## config.mk

```make
export PLATFORM = sky130hd
export DESIGN_NAME = gearbox_256i_16o
export DESIGN_NICKNAME = d
export VERILOG_FILES = /design/src/rtl/gearbox_256i_16o_pkg.sv /design/src/rtl/gearbox_256i_16o.sv
export SDC_FILE = /design/constraint.sdc
export NUM_CORES = 1
export LEC_CHECK = 0
export ABC_CLOCK_PERIOD_IN_PS = 2900
export BUFFER_PORTS_ARGS = -buffer_cell sky130_fd_sc_hd__clkbuf_2
export CAP_MARGIN = 20
export CORE_MARGIN = 2
export CORE_UTILIZATION = 55
export CTS_CLUSTER_DIAMETER = 120
export DETAILED_ROUTE_END_ITERATION = 10
export GPL_ROUTABILITY_DRIVEN = 0
export GPL_TIMING_DRIVEN = 0
export PLACE_DENSITY = 0.91
export SLEW_MARGIN = 30
export SYNTH_ARGS = -nofsm -noshare
export SYNTH_HDL_FRONTEND = slang
export SYNTH_SLANG_ARGS = --single-unit
```

## constraint.sdc

```tcl
create_clock -name clk -period 2.9 [get_ports clk]
set_input_delay 0.435 -clock clk [delete_from_list [all_inputs] [get_ports clk]]
set_output_delay 0.435 -clock clk [all_outputs]
set_load 0.02 [all_outputs]
```

## src/rtl/gearbox_256i_16o_pkg.sv

```systemverilog
// Shared gearbox constants and slice helper.
// Also used by the read-side DDR arbiter.
package gearbox_256i_16o_pkg;

  localparam int GB_IN_WIDTH  = 256;
  localparam int GB_OUT_WIDTH = 16;
  localparam int GB_RATIO     = GB_IN_WIDTH / GB_OUT_WIDTH;
  localparam int GB_CNT_W     = $clog2(GB_RATIO);

  function automatic logic [GB_OUT_WIDTH-1:0] gb_slice(
    input logic [GB_IN_WIDTH-1:0] w,
    input logic [GB_CNT_W-1:0]    k
  );
    return w[k*GB_OUT_WIDTH +: GB_OUT_WIDTH];
  endfunction

endpackage

```

## src/rtl/gearbox_256i_16o.sv

```systemverilog
// 256-to-16 width-narrowing gearbox, LSB slice first.
// One output slice per cycle, back-to-back input words.
module gearbox_256i_16o
  import gearbox_256i_16o_pkg::*;
#(
  parameter int IN_WIDTH  = GB_IN_WIDTH,
  parameter int OUT_WIDTH = GB_OUT_WIDTH
) (
  input  logic                 clk,
  input  logic                 rst,
  input  logic [IN_WIDTH-1:0]  in_data,
  input  logic                 in_valid,
  input  logic                 in_last,
  output logic                 in_ready,
  input  logic                 flush,
  output logic [OUT_WIDTH-1:0] out_data,
  output logic                 out_valid,
  output logic                 out_last,
  input  logic                 out_ready,
  output logic                 busy
);

  localparam int RATIO = IN_WIDTH / OUT_WIDTH;
  localparam int CNT_W = $clog2(RATIO);

  logic [IN_WIDTH-1:0] word_q;
  logic                last_q;
  logic                loaded;
  logic [CNT_W-1:0]    idx;

  logic last_idx;
  logic in_fire;
  logic out_fire;

  assign last_idx = (idx == CNT_W'(RATIO - 1));
  assign out_fire = loaded & out_ready;
  assign in_fire  = in_valid & in_ready;

  // Ready on the final slice lets the next word follow with no bubble.
  assign in_ready = !rst & !flush & (!loaded | (out_fire & last_idx));

  assign out_valid = loaded;
  assign out_data  = word_q[idx*OUT_WIDTH +: OUT_WIDTH];
  assign out_last  = loaded & last_q & last_idx;
  assign busy      = loaded;

  always_ff @(posedge clk) begin
    if (rst) begin
      word_q <= '0;
      last_q <= 1'b0;
      loaded <= 1'b0;
      idx    <= '0;
    end else if (flush) begin
      loaded <= 1'b0;
      idx    <= '0;
    end else begin
      if (out_fire) begin
        if (!last_idx) begin
          idx <= idx + CNT_W'(1);
        end else begin
          idx    <= '0;
          loaded <= 1'b0;
        end
      end
      if (in_fire) begin
        word_q <= in_data;
        last_q <= in_last;
        idx    <= '0;
        loaded <= 1'b1;
      end
    end
  end

endmodule
```

# Word level (Yosys, flattened, before mapping)
# Cells that the tools add are included.
# totals
ff_bits,262
inputBits,262
word_cells,29
# classes
add_sub_neg,1
eq_ne,1
shift,1
mux,4
bitwise_logic,9
n_reduce_logical,9
# ops
cell,count
indexed part select 256 x 9 -> 16 bit,1
AND 1 bit,7
adder 4 x 1 -> 4 bit (second input constant),1
equality test 4 bit (second input constant),1
two-way mux 4 bit,1
AND reduction 2 bit,2
nonzero test 2 bit,2
logical NOT 1 bit,3
two-way mux 1 bit,3
OR reduction 3 bit,1
OR reduction 2 bit,1
NOT 1 bit,1
OR 1 bit,1

# Longest topological paths before layout
# logic_depth
ltp_word,7
ltp_mapped,6
ltp_nobuf,4

# Worst setup path after synthesis
# No wires, ideal clock.
# synth_timing
kind,reg-to-output
from,register idx[0]
to,output out_data[10]
arrival_time_ns,1.593
required_time_ns,2.465
slack_ns,0.872
path_stages_with_launch,6
n_path_buf,2
path_cell_list,dfxtp_1 > buf_2 > buf_2 > mux4_2 > a22oi_1 > nand2_1
# synth_between
elab_chain_cells,1
# synth_rtl
item,line,text
from (decl),gearbox_256i_16o.sv:29,logic [CNT_W-1:0] idx;
from (signal assigned),gearbox_256i_16o.sv:59,idx <= idx + CNT_W'(1);
indexed part select 256 x 9 -> 16 bit,gearbox_256i_16o.sv:43,assign out_data = word_q[idx*OUT_WIDTH +: OUT_WIDTH];
to (decl),gearbox_256i_16o.sv:16,"output logic [OUT_WIDTH-1:0] out_data,"
# Every way passes these cells.

# Worst setup path in the final report
# layout_timing
from,register idx[0]
to,output out_data[5]
# The elaborated chain is that of the path after synthesis.

==> flow_summary.yaml <==
power:
  power_frac_seq_pct: 46.1
  pwr-share-clk_pct: 41.1
  switching_share_pct: 24.3
  vdd_drop_max_mv: 0.361
  internal-power_w: 0.00640
  leakage_nw: 6.58
  switching_power_w: 0.00206
  power.total_w: 0.00846
  combinationalPowerShare_pct: 12.8
  powerDensity_nw_per_um2: 512
setup_path:
  endpoint: "out_data[5]"
  worstPathRequired_ns: 2.47
  crit_path_top_delay_cell: "mux4_2"
  end_kind: "primary output"
  cp_common_cell: "buf_12"
  max_stage_delay_ns: 0.57
  startpoint_type: "flop"
  rr_endpoint: "word_q[211]"
  reg2reg_depth: 6
  worstSetupPathType: "reg -> out"
  cp_max_fo: 10
  arrival_ns: 2.46
  r2r_start: "idx[1]"
  worstPathCellList: "buf_6, buf_12, buf_12, mux4_2, a22oi_2, nand2_1, clkbuf_2"
  r2r_setup_slack_ns: 0.84
  startpoint: "idx[0]"
synth:
  syn_nets: 1546
  syn_area_um2: 13600
  synth.yosys.warnings: 0
  async_flop_share_pct: 0
  syn_area_per_cell_um2: 10.6
  yosysSeqAreaShare_pct: 38.5
  yosys-top-cells-count: "nand2b_1, dfxtp_1, mux2i_1"
  syn_inst: 1283
  synth.area.top_cells: "dfxtp_1, nand2b_1, mux2i_1"
  ys_types: 30
  post-synth-top-count-cell: "nand2b_1"
  yosys_most_used_dff: "dfxtp_1"
  yosys.area.top_type: "dfxtp_1"
  synth.ff_latch_count: 262
  synth_top_area_share_pct: 38.5
  synth_edf_count: 0
floorplanning:
  die_h_um: 161
  start_util_pct: 56.0
  chipWidth_um: 161
  row_count: 57
  io_pins: 282
  core_um2: 24300
  dieArea_um2: 26000
drt:
  routed_via_density: 5.49
  firstDrtPassIters: 5
  wire_per_inst_um: 20.6
  ant_nets: 0
  drtIter0Drc: 795
  finalWirelength_um: 40000
  dr_total_vias: 10600
  drcViolationCount: 0
clock_tree:
  cts_tree: "yes"
  ctsHtreeMaxLevel: 1
  path_clk_slew_ns: 0.06
  cts.sinks: 262
  ctsRootBufferMaster: "clkbuf_16"
  cts.path.max_buffers: 3
  cts_buffers: 27
  ctsHoldBuffers: 0
  insertion_delay_ns: 0.53
status:
  status: "finished, final reports clean"
timing:
  setup_violations: 0
  fmax_mhz: 345
  finalHoldViolCount: 0
  drv_slew: 0
  rsz0062_at_grt: "true"
  whs_ns: 0.144
  slew_headroom_pct: 47.4
  post-route-min-period_ns: 2.90
  fin_crit_sh_pct: 99.9
  tightest_slew_ns: 0.789
  finalClockSkew_ns: 0.0200
grt:
  grt_pass1_wl_um: 60600
  antenna_found_initial: 0
  grt_pass1_vias: 11000
  grt_max_degree: 14
  grt_use_total_pct: 30.2
  overflow: 0
finish:
  diodes: 0
  nets: 1862
  utilization_pct: 67.9
  area_growth_pct: 21.2
  drive_above_1_share_pct: 28.3
flow_run:
  cap_violations: 0
place:
  portBuffers: 280
  dp_hpwl_um: 30900
min_path:
  hp-class: "in -> reg"
-- how the worst min path moves through the flow --
| stage | startpoint | to | slack [ns] | depth (start not counted) |
|---|---|---|---|---|
| 3_5_place_dp | word_q[69] | word_q[69] | 0.46 | 2 |
| 4_1_cts | in_data[225] | word_q[225] | 0.14 | 3 |
| 3_3_place_gp | word_q[251] | word_q[251] | 0.45 | 2 |
| 2_1_floorplan | last_q | last_q | 0.44 | 2 |
| 5_1_grt | in_data[177] | word_q[177] | 0.15 | 3 |
| 6_report | in_data[195] | word_q[195] | 0.14 | 3 |
-- critical path: cells and delay by family (launching register included) --
family,cells,cell delay (ns)
flip-flops,1,0.34
buffers and inverters,4,0.61
AO/OA/AOI/OAI,1,0.28
AND/OR/NAND/NOR,1,0.11
multiplexers,1,0.57
-- cells by family after synthesis --
kind of cell               Yosys count  share of synthesized area [%]
xor gates and xnor gates             1                         0.0643
AOI/OAI and AO/OA                   41                           2.30
DFF                                262                           38.5
and+or+nand+nor                    546                           24.7
buffers and inverters              110                           4.77
adders and majority gates            1                         0.0918
muxes                              322                           29.5
-- per-stage QoR --
stage / instances / setup TNS [ns] / cell area (um^2) / setup slack (ns)
global route: 1940 / -0.0125 / 16500 / -0.0124
CTS: 1938 / 0 / 16500 / 0.000281
finish: 1940 / 0 / 16500 / 0.00160
floorplan: 1283 / 0 / 13600 / 0.872
detailed placement: 1887 / 0 / 15400 / 0.183
global placement: 1887 / 0 / 15400 / 0.212
-- flip-flops by register name (all words and copies together) (netlist names) --
signal and count:
word_q 256, idx 4, busy 1, last_q 1
-- cells in the final DEF (no fill, tap or decap) --
cell	n
a21oi_1	2
nand2_1	19
a22oi_2	15
or3_1	1
mux4_2	64
xor2_1	1
buf_2	6
buf_4	12
buf_12	3
and4_1	1
o21ai_0	1
nor2_1	1
ha_1	1
dfxtp_2	1
mux2i_1	258
nor2b_1	2
bufinv_16	2
clkbuf_16	27
clkbuf_2	284
nand2b_1	515
nor4_1	2
a2111oi_1	1
a211o_1	1
nand4_2	1
clkbuf_8	7
clkbuf_1	67
nand3_1	2
clkinv_2	3
a21boi_0	1
buf_6	32
a21oi_4	1
a211oi_1	1
dfxtp_1	261
and2_1	1
a22oi_1	17
nor3_1	1
a2111oi_0	1
-- power groups by stage --
stage	sequential, W	combinational, W	clock (W)
after detailed placement	0.00397	0.00106	0
after global placement	0.00396	0.00104	0
after global routing	0.00391	0.00116	0.00362
after floorplan	0.00392	0.000666	0
after CTS	0.00389	0.00107	0.00348
final	0.00390	0.00108	0.00348
-- final cells by class --
class	instances	area (um^2)
clock inverter	5	75.1
tap	324	405
multi-input combinational	911	7800
buffer	110	733
timing repair buffer	287	1450
sequential	262	5250
fill	1837	7800
clock buffer	41	798
-- metal layers --
layer,GRT usage (%),wire (um)
met5,0,0
met3,4.55,2890
met2,50.9,19000
met4,12.0,1730
met1,39.2,16400
-- what timing repair did --
item / CTS / global route
setup buffers: 5 / 2
pin swaps: 3 / 3
gates resized for setup: 36 / 12
setup endpoints to repair: 16 / 11
cloned: 0 / 0
(Power assumes the default switching activity.)
